<file path="src/rtl/exe_pkg.sv">
// Shared EXE-stage types for the iterative normalizer.
package exe_pkg;
  typedef enum logic [1:0] {NORM_CLZ = 2'b00, NORM_CTZ = 2'b01} norm_cmd_t;
  typedef enum logic [1:0] {NORM_IDLE, NORM_RUN, NORM_DONE} norm_state_t;
endpackage

</file>
<file path="src/rtl/bit_reverse.sv">
// Combinational bit-order reversal; lets CTZ reuse the CLZ search.
module bit_reverse #(
  parameter int WIDTH = 32
) (
  input  logic [WIDTH-1:0] din,
  output logic [WIDTH-1:0] dout
);
  for (genvar i = 0; i < WIDTH; i++) begin : g_rev
    assign dout[i] = din[WIDTH-1-i];
  end
endmodule

</file>
<file path="src/rtl/normalizer.sv">
// Iterative CLZ/CTZ counter and normalizer: one binary-search stage per clock,
// fixed latency, no early-out.
module normalizer
  import exe_pkg::*;
#(
  parameter int WIDTH = 32
) (
  input  logic                     CLK,
  input  logic                     RESET,
  input  logic                     START_SE,
  input  logic [1:0]               CMD_SE,
  input  logic [WIDTH-1:0]         DIN_SE,
  input  logic                     FLUSH_SE,
  output logic                     BUSY_SE,
  output logic                     DONE_SE,
  output logic [$clog2(WIDTH):0]   COUNT_SE,
  output logic [WIDTH-1:0]         DOUT_SE,
  output logic                     ZERO_SE
);
  localparam int STAGES = $clog2(WIDTH);
  localparam int CNT_W  = STAGES + 1;
  localparam int SW     = $clog2(STAGES);

  norm_state_t      state_q, state_d;
  logic [WIDTH-1:0] work_q, work_nx, din_rev, res_rev;
  logic [CNT_W-1:0] cnt_q, cnt_nx, k;
  logic [SW-1:0]    stage_q;
  logic             ctz_q, zero_q, is_ctz, start_ok, hit;

  // Reserved commands fall through to CLZ.
  assign is_ctz   = (CMD_SE == NORM_CTZ);
  assign start_ok = START_SE && !FLUSH_SE;

  bit_reverse #(.WIDTH(WIDTH)) u_rev_load (.din(DIN_SE),  .dout(din_rev));
  bit_reverse #(.WIDTH(WIDTH)) u_rev_res  (.din(work_nx), .dout(res_rev));

  // One search stage: if the top k bits are clear, shift them out.
  always_comb begin
    k       = CNT_W'(1) << stage_q;
    hit     = (work_q >> (CNT_W'(WIDTH) - k)) == '0;
    work_nx = hit ? (work_q << k) : work_q;
    cnt_nx  = hit ? (cnt_q + k) : cnt_q;
  end

  always_ff @(posedge CLK or posedge RESET) begin
    if (RESET) state_q <= NORM_IDLE;
    else       state_q <= state_d;
  end

  always_comb begin
    state_d = state_q;
    case (state_q)
      NORM_IDLE: if (start_ok) state_d = NORM_RUN;
      NORM_RUN: begin
        if (FLUSH_SE)           state_d = NORM_IDLE;
        else if (stage_q == '0) state_d = NORM_DONE;
      end
      NORM_DONE: state_d = NORM_IDLE;
      default:   state_d = NORM_IDLE;
    endcase
  end

  always_ff @(posedge CLK or posedge RESET) begin
    if (RESET) begin
      work_q   <= '0;
      cnt_q    <= '0;
      stage_q  <= '0;
      ctz_q    <= 1'b0;
      zero_q   <= 1'b0;
      COUNT_SE <= '0;
      DOUT_SE  <= '0;
      ZERO_SE  <= 1'b0;
    end else begin
      case (state_q)
        NORM_IDLE: if (start_ok) begin
          work_q  <= is_ctz ? din_rev : DIN_SE;
          cnt_q   <= '0;
          stage_q <= SW'(STAGES - 1);
          zero_q  <= (DIN_SE == '0);
          ctz_q   <= is_ctz;
        end
        NORM_RUN: if (!FLUSH_SE) begin
          work_q  <= work_nx;
          cnt_q   <= cnt_nx;
          stage_q <= stage_q - SW'(1);
          // Results land on the edge entering DONE; search caps at WIDTH-1.
          if (stage_q == '0) begin
            COUNT_SE <= zero_q ? CNT_W'(WIDTH) : cnt_nx;
            DOUT_SE  <= zero_q ? '0 : (ctz_q ? res_rev : work_nx);
            ZERO_SE  <= zero_q;
          end
        end
        default: ;
      endcase
    end
  end

  assign BUSY_SE = (state_q != NORM_IDLE);
  assign DONE_SE = (state_q == NORM_DONE);
endmodule

</file>
<file path="config.mk">
export PLATFORM = sky130hd
export DESIGN_NAME = normalizer
export DESIGN_NICKNAME = d
export VERILOG_FILES = /design/src/rtl/exe_pkg.sv /design/src/rtl/bit_reverse.sv /design/src/rtl/normalizer.sv
export SDC_FILE = /design/constraint.sdc
export NUM_CORES = 1
export LEC_CHECK = 0
export ABC_AREA = 0
export BUFFER_PORTS_ARGS = -buffer_cell sky130_fd_sc_hd__buf_4
export CORE_MARGIN = 5
export CORE_UTILIZATION = 43
export DETAILED_ROUTE_END_ITERATION = 12
export PLACE_DENSITY = 0.61
export SLEW_MARGIN = 30
export SYNTH_ARGS = -nofsm -noshare
export SYNTH_HDL_FRONTEND = slang
export SYNTH_SLANG_ARGS = --single-unit
</file>
<file path="constraint.sdc">
create_clock -name CLK -period 5.3 [get_ports CLK]
set_input_delay 0.53 -clock CLK [delete_from_list [all_inputs] [get_ports CLK]]
set_output_delay 0.53 -clock CLK [all_outputs]
set_load 0.03 [all_outputs]
</file>
==> results of run 1 <==
==> area by class of cell <==
type,count,share of cell area
Multi-Input combinational cell,766,0.591
Inverter,12,0.00516
Sequential cell,84,0.234
Tap cell,229,0.0319
Clock inverter,5,0.0120
Clock buffer,10,0.0266
Timing Repair Buffer,119,0.0995
==> synth_stat cells, drive strengths merged (7+ instances only) <==
library cell,n,area [µm²]
and3,8,50.1
ha,9,113
nand3,11,55.1
and3b,10,87.6
buf,26,134
a22oi,11,82.6
nor2b,11,68.8
a31oi,35,219
inv,10,37.5
o221ai,7,61.3
clkbuf,64,241
nand2,125,469
dfrtp,84,2100
o22ai,19,119
and2,9,56.3
nor3,24,120
nor2,46,175
nor4,14,87.6
o21ai,59,295
o211ai,7,52.6
o211a,11,110
xnor2,10,87.6
a32oi,8,70.1
a22o,11,96.3
nand2b,8,50.1
a211oi,12,90.1
or3,13,81.3
mux2i,98,981
a221o,8,80.1
mux2,33,372
mux4,8,180
a21oi,66,330
==> worst max path at each step <==
stage | from | end | slack (ps) | cells after the start
2_1_floorplan | stage_q[0] | DOUT_SE[12] | 40 | 20
3_5_place_dp | stage_q[0] | flop | 700 | 15
6_report | stage_q[0] | flop | 580 | 15
4_1_cts | stage_q[0] | flop | 660 | 15
3_3_place_gp | stage_q[0] | flop | 680 | 15
5_1_grt | stage_q[0] | flop | 170 | 15
==> metrics by stage <==
stage	hold WS (ps)	cell area, µm²
floorplan	471	7800
global route	372	8980
global placement	465	8620
CTS	337	8970
detailed placement	474	8630
finish	296	8980
==> cells in the final DEF (no fill, tap or decap), drive strengths merged, types with 11 or more instances in the layout <==
master  netlist  routed
a211oi       12      12
nor3         24      24
o21ai        59      59
a21oi        66      66
a22oi        11      11
a22o         11      11
or3          13      13
nand3        11      11
o211a        11      11
a31oi        35      35
nor4         14      14
dfrtp        84      84
nor2b        11      11
o22ai        19      19
buf          26     119
mux2         33      33
nor2         46      46
mux2i        98      98
nand2       125     125
==> critical path, delay by kind of cell (launching register included) <==
family	cells	cell delay [ps]
AND/OR/NAND/NOR	3	1300
multiplexers	3	1020
AO/OA/AOI/OAI	4	990
adder cells (fa/ha/maj)	2	510
flip-flops	1	420
buffers and inverters	3	410
==> logic make-up (layout without fill, tap and decap cells) <==
family | after synthesis | count (layout)
adder cells (fa/ha/maj) | 12 | 12
XOR/XNOR | 12 | 12
AO/OA/AOI/OAI | 309 | 309
AND/OR/NAND/NOR | 294 | 294
flip-flops | 84 | 84
multiplexers | 139 | 139
buffers and inverters | 102 | 146
==> per-layer routing <==
metal  up-vias  track usage  share of wire
met5         -            0              0
met4         0        0.113          0.043
met2       470        0.436           0.44
li1       3693            -              -
met1      4003        0.412           0.43
met3       105       0.0595          0.091
==> impl_metrics.json, run 1 <==
{
  "status": "finished, final reports clean",
  "tns_ps": 0,
  "postCtsSetupRepairBufs": 0,
  "die_area_mm2": 0.0209,
  "worstSetupPathType": "flop to flop",
  "syn2layout_area_growth_pct": 15.1,
  "num_rows": 49,
  "routed_via_density": 6.75,
  "n_fill_cell": 1758,
  "fp.coreArea_mm2": 0.0179,
  "start_kind": "flop",
  "crit_required_ps": 5590,
  "cts_buffers": 9,
  "timing.final.crit_share": 0.891,
  "rsz0062_at_grt": "false",
  "final_util": 0.502,
  "seq_area_mm2": 0.00210,
  "slowest_delay_ps": 730,
  "rr_worst_depth": 15,
  "yosysSeqAreaShare": 0.269,
  "synthDistinctLibCells": 69,
  "synthXorXnorAreaFrac": 0.0135,
  "cp_slowest_cell": "nand4_1",
  "clk_latency_ps": 360,
  "synthCells": 952,
  "path_cells": "inv_1, ha_1, nor2b_4, inv_2, ha_1, buf_4, mux2_2, mux4_2, a21oi_1, a41oi_1, or3_1, o21ai_1, nand4_1, o22ai_1, mux2_2",
  "cts_sinks": 84,
  "drive_gt1_frac": 0.175,
  "fin_ws_ps": 576,
  "min_path_type": "primary input to async pin",
  "min_period_ps": 4720,
  "die_w_um": 145,
  "stdcell_count": 1225,
  "htreeDepth": 3,
  "grt_pass1_wl_mm": 46.7,
  "final_nets": 1040,
  "drt_iter0_drc": 1015,
  "grt_start_max_net_pins": 47,
  "maxSlewViolCount": 0,
  "r2r_slack_ps": 580,
  "synth_adder_area_share": 0.0196,
  "port_buffers": 78,
  "synth_edf_count": 0,
  "fp.dieH_um": 145,
  "detail_route.first_pass.iterations": 5,
  "route.detailed.drc": 0,
  "max_freq_ghz": 0.212,
  "worst_pin_slew_ps": 872,
  "synth_compound_area_frac": 0.266,
  "synth-simple-area-share": 0.181,
  "cp.arrival_ps": 5020,
  "async_flop_share": 1.00,
  "synth_top_family_by_area": "compound AO/OA/AOI/OAI gates",
  "cts-root-buf": "clkbuf_16",
  "io_pins": 79,
  "grt_pass1_vias": 7827,
  "path_clk_slew_ps": 70,
  "avgSynthCellArea_um2": 8.19,
  "synth_seq_cells": 84,
  "place_ws_ps": 696,
  "multi_input_area_mm2": 0.00531,
  "clockBufferDepth": 2,
  "wl_per_cell_um": 24.8,
  "antenna_found_initial": 0,
  "worstSetupEndpointType": "flop",
  "vias": 8271,
  "cts_tree": "built",
  "dp.cells": 1210,
  "start_util": 0.436,
  "gp_congestion": 0.997,
  "synth.cell_area_mm2": 0.00780,
  "drv_cap": 0,
  "yosys_warnings": 0,
  "slew_headroom": 0.417,
  "cp_max_fo": 14,
  "syn-num-nets": 1000,
  "diodes": 0,
  "setup_viol": 0,
  "wirelength_mm": 30.4,
  "gr-usage-all-layers": 0.291,
  "synthMuxAreaShare": 0.197,
  "dpl.hpwl_mm": 22.2,
  "hold_viol_final": 0,
  "finalClockSkew_ps": 11.7,
  "worstReg2RegStart": "stage_q[0]",
  "cts_resized": 0,
  "synth_flop_cell": "dfrtp_1",
  "cts_hold_buffers": 0,
  "gr-total-overflow": 0,
  "ant_nets": 0
}
Power of run 1 is left out: the tool's default activity adds up to more than one toggle a clock period on the data nets, which glitch-free logic cannot reach.
==> run 2, diff against run 1 <==
Settings changed: SYNTH_HIERARCHICAL set to 1.
Clock period 5.3 ns to 3.9 ns, I/O delays scaled along.
==> impl_metrics.json, run 2 <==
{
  "rsz0062_at_grt": "true",
  "io_pins": 79,
  "cts-root-buf": "clkbuf_16",
  "worstSetupEndpointType": "flop",
  "fp.dieH_um": 143,
  "num_rows": 48,
  "ys_top_cells_by_count": "nand2_1, mux2i_1, nor2_1",
  "yosys.area.top_type_share": 0.275,
  "drv_cap": 0,
  "ant_nets": 0,
  "final_nets": 1094,
  "async_flop_share": 1.00,
  "stdcell_count": 1276,
  "gp_congestion": 1.04,
  "min_path_type": "primary input to async pin",
  "mostFrequentLayoutCells": "buf_4, nand2_1, dfrtp_1",
  "cts_buffers": 9,
  "clk_latency_ps": 360,
  "finalClockSkew_ps": 11.4,
  "max_freq_ghz": 0.255,
  "path_clk_slew_ps": 70,
  "start_kind": "flop",
  "cp.arrival_ps": 4190,
  "syn2layout_area_growth_pct": 26.3,
  "synth_seq_cells": 84,
  "vias": 8014,
  "synth_most_common_cell": "nand2_1",
  "grt_start_max_net_pins": 51,
  "synth_area_leader_cell": "dfrtp_1",
  "yosys_warnings": 6,
  "maxSlewViolCount": 0,
  "yosysSeqAreaShare": 0.275,
  "worst_pin_slew_ps": 877,
  "final_common_cell": "buf_4",
  "synthCells": 980,
  "routed_via_density": 6.28,
  "min_period_ps": 3920,
  "antenna_found_initial": 0,
  "die_w_um": 143,
  "synth_area_leaders": "dfrtp_1, mux2i_1, nand2_1",
  "hold_viol_final": 0,
  "port_buffers": 78,
  "cp_max_fo": 4,
  "final_util": 0.555,
  "synth_edf_count": 0,
  "crit_required_ps": 4160,
  "setup_viol": 2,
  "top_regs": "DOUT_SE (32), work_q (32)",
  "grt_pass1_vias": 7449,
  "worstSetupPathType": "flop to flop",
  "fin_ws_ps": -21.3,
  "fp.coreArea_mm2": 0.0174,
  "synth.cell_area_mm2": 0.00763,
  "start_util": 0.440,
  "gr-usage-all-layers": 0.288,
  "route.detailed.drc": 0,
  "grt_pass1_wl_mm": 45.0,
  "place_ws_ps": -163,
  "clockBufferDepth": 2,
  "synth_flop_cell": "dfrtp_1",
  "wirelength_mm": 30.3,
  "diodes": 0,
  "syn-num-nets": 1028,
  "dpl.hpwl_mm": 22.3,
  "hold_ws_ps": 140,
  "cts_sinks": 84,
  "detail_route.first_pass.iterations": 5,
  "gr-total-overflow": 0,
  "wl_per_cell_um": 23.8,
  "die_area_mm2": 0.0205,
  "drt_iter0_drc": 861,
  "slew_headroom": 0.414,
  "avgSynthCellArea_um2": 7.79,
  "drive_gt1_frac": 0.321,
  "htreeDepth": 3,
  "dp.cells": 1248,
  "status": "complete, but fails checks",
  "synthDistinctLibCells": 63,
  "cts_tree": "built",
  "violations": "setup timing",
  "timing.final.crit_share": 1.01
}
[run 2: changes by cell type after synthesis, moves of 21 or more]
cell     before  now
nor3_1       24    3
a31oi_1      35   14
buf_4         3   68
nor2_1       45   90
inv_1         9   32
nand3_1      11   39
[run 2: timing repair]
item,in CTS,in global routing
hold buffers,0,0
setup endpoints to repair,25,52
buffers inserted,2,12
gates resized for setup,11,104
pin swaps,4,27
cloned,1,1
[run 2: cells by family (layout without fill, tap and decap cells)]
logic type      count (synthesis)  in the layout  synth area share
simple gates                  334            334             0.195
compound gates                266            266             0.228
mux                           101            101             0.143
flops                          84             84             0.275
fa+ha+maj                      12             12            0.0200
xor+xnor                       12             12            0.0172
buf+inv                       171            242             0.122
[run 2: stage by stage]
step | area, µm² | setup TNS (ps)
6_report | 9640 | -37.0
5_1_grt | 9640 | -3230
4_1_cts | 9080 | 0
3_5_place_dp | 8680 | -737
3_3_place_gp | 8680 | -313
2_1_floorplan | 7880 | -11900
[run 2: worst paths after layout]
kind | from | to | slack, ps | cells past startpoint
setup / recovery | stage_q[0] | DOUT_SE[12] | -20 | 17
hold / removal | RESET | ZERO_SE | 140 | 2
setup reg to reg | stage_q[0] | DOUT_SE[12] | -20 | 17
hold reg to reg | ZERO_SE | ZERO_SE | 480 | 2
max in group asynchronous | RESET | work_q[30] | 2810 | 3
min in group CLK | DIN_SE[17] | work_q[17] | 420 | 5
[run 2: final cells by class]
cell class | count | area (µm²)
Clock buffer | 10 | 239
Clock inverter | 6 | 46.3
Fill cell | 1594 | 7720
Inverter | 35 | 136
Multi-Input combinational cell | 725 | 5260
Sequential cell | 84 | 2100
Tap cell | 225 | 282
Timing Repair Buffer | 191 | 1580
[run 2: worst max-delay path, cell delays in order (launching register included)]
cell and delay (ps):
dfrtp_1 390, buf_4 150, ha_2 210, buf_4 140, or3_4 360, mux2_4 350
nor2_2 100, a22o_1 130, or4b_4 470, a221oi_4 340, buf_4 190, a41oi_2 120
buf_6 170, a211oi_2 190, buf_4 160, a21oi_2 60, buf_4 170, o22ai_1 160
[run 2: per-layer routing]
metal	GRT usage	vias up	part of all wire
li1	-	3563	-
met1	0.399	3893	0.41
met2	0.414	449	0.44
met3	0.0941	109	0.11
met4	0.118	0	0.043
met5	0	-	0
Power of run 2 is left out for the same reason.
==> run 3, diff against run 2 <==
Settings changed: PLACE_DENSITY 0.61 to 0.58.
Clock period 3.9 ns to 4.9 ns, I/O delays scaled along.
==> impl_metrics.json, run 3 (synthesis gave the netlist of run 2 again) <==
{
  "gr-usage-all-layers": 0.266,
  "r2r_slack_ps": 490,
  "final_common_cell": "nand2_1",
  "postCtsSetupRepairBufs": 0,
  "dp.cells": 1178,
  "num_rows": 48,
  "finalClockSkew_ps": 9.80,
  "rr_worst_depth": 15,
  "powerDensity_mw_per_mm2": 850,
  "cp.arrival_ps": 4670,
  "crit_top_cell": "mux2i_1",
  "cts_sinks": 84,
  "critPathLaunch": "stage_q[0]",
  "grt_pass1_vias": 6961,
  "top_regs": "DOUT_SE (32), work_q (32)",
  "hold_viol_final": 0,
  "status": "finished, final reports clean",
  "setup_viol": 0,
  "crit_cells": 15,
  "htreeDepth": 3,
  "mostFrequentLayoutCells": "nand2_1, buf_4, nor2_1, mux2i_1, dfrtp_1",
  "timing.rr.end": "DOUT_SE[0]",
  "slew_headroom": 0.436,
  "clockBufferDepth": 2,
  "grt_pass1_wl_mm": 42.3,
  "cts_buffers": 9,
  "wl_per_cell_um": 23.1,
  "vias": 7436,
  "cts_tree": "built",
  "gr-total-overflow": 0,
  "drt_iter0_drc": 730,
  "worst_pin_slew_ps": 845,
  "drv_cap": 0,
  "start_util": 0.440,
  "dpl.hpwl_mm": 20.5,
  "leakagePower_nw": 3.79,
  "min_path_type": "primary input to async pin",
  "slowest_delay_ps": 560,
  "wirelength_mm": 27.6,
  "grt_start_max_net_pins": 58,
  "clk_latency_ps": 340,
  "rsz0062_at_grt": "false",
  "final_nets": 1012,
  "ant_nets": 0,
  "die_w_um": 143,
  "fp.dieH_um": 143,
  "critPathTopFamily": "compound AO/OA/AOI/OAI gates",
  "timing.final.crit_share": 0.901,
  "worstSetupPathType": "flop to flop",
  "cts_resized": 0,
  "syn2layout_area_growth_pct": 8.26,
  "io_pins": 79,
  "hold_ws_ps": 286,
  "path_clk_slew_ps": 70,
  "crit_end": "DOUT_SE[0]",
  "antenna_found_initial": 0,
  "tns_ps": 0,
  "max_freq_ghz": 0.227,
  "drive_gt1_frac": 0.171,
  "worstSetupEndpointType": "flop",
  "path_cells": "inv_1, ha_1, nor2b_2, inv_2, ha_2, mux2i_1, mux2i_1, a2111oi_2, o221ai_1, o41ai_2, a31oi_4, buf_12, o21ai_1, mux2i_1, o21ai_0",
  "fp.coreArea_mm2": 0.0174,
  "port_buffers": 78,
  "cts-root-buf": "clkbuf_16",
  "maxSlewViolCount": 0,
  "crit_required_ps": 5160,
  "cts_hold_buffers": 0,
  "die_area_mm2": 0.0205,
  "route.detailed.drc": 0,
  "path_buf_inv": 3,
  "final_util": 0.476,
  "stdcell_count": 1194,
  "worstReg2RegStart": "stage_q[0]",
  "n_fill_cell": 1720,
  "detail_route.first_pass.iterations": 5,
  "gp_congestion": 0.974,
  "cp_slowest_cell": "o41ai_2",
  "peakVddDrop_mv": 0.449,
  "diodes": 0,
  "start_kind": "flop",
  "cp_max_fo": 57,
  "routed_via_density": 6.23,
  "min_period_ps": 4410
}
## run 3: worst min-delay path by stage
stage / start / end / slack (ps)
3_3_place_gp: COUNT_SE[0] / COUNT_SE[0] / 460
2_1_floorplan: cnt_q[5] / cnt_q[5] / 470
5_1_grt: RESET / ZERO_SE / 340
3_5_place_dp: COUNT_SE[0] / COUNT_SE[0] / 470
4_1_cts: RESET / ZERO_SE / 320
6_report: RESET / ZERO_SE / 290
## run 3: report_power, final
group / switching [W] / leakage [nW] / internal (W)
Combinational: 0.00308 / 2.62 / 0.00177
Sequential: 0.000538 / 1.03 / 0.000980
Clock: 0.000299 / 0.132 / 0.000360
Total: 0.00392 / 3.79 / 0.00311
## run 3: area by class of cell
type                    count  area [µm²]  area share
clock buffers              10         239      0.0289
clock inverters             6        45.0     0.00545
inverters                  35         133      0.0160
multi-input cells         725        4630       0.561
flip-flops and latches     84        2100       0.254
well taps                 225         282      0.0341
repair buffers            109         831       0.101
## run 3: metal layers
layer  part of all wire  track usage  vias up  wire, µm
met4              0.034       0.0753        0       935
met2               0.44        0.401      393     12000
met5                  0            0        -         0
li1                   -            -     3423         -
met1               0.43        0.375     3555     12000
met3              0.096       0.0760       65      2660
## run 3: worst reg2reg max path: cells and delay by family (launching register included)
family,cells,cell delay (ps)
buffers and inverters,3,460
adder cells (fa/ha/maj),2,680
AND/OR/NAND/NOR,1,160
flip-flops,1,420
AO/OA/AOI/OAI,6,2130
multiplexers,3,480
## run 3: stage by stage
stage | instance area [µm²] | total power (W) | worst slack [ps]
2_1_floorplan | 7640 | 0.00511 | 21.1
3_3_place_gp | 7980 | 0.00624 | 620
3_5_place_dp | 7980 | 0.00624 | 528
4_1_cts | 8260 | 0.00691 | 512
5_1_grt | 8270 | 0.00744 | 86.2
6_report | 8270 | 0.00703 | 487
(Power assumes the default switching activity.)
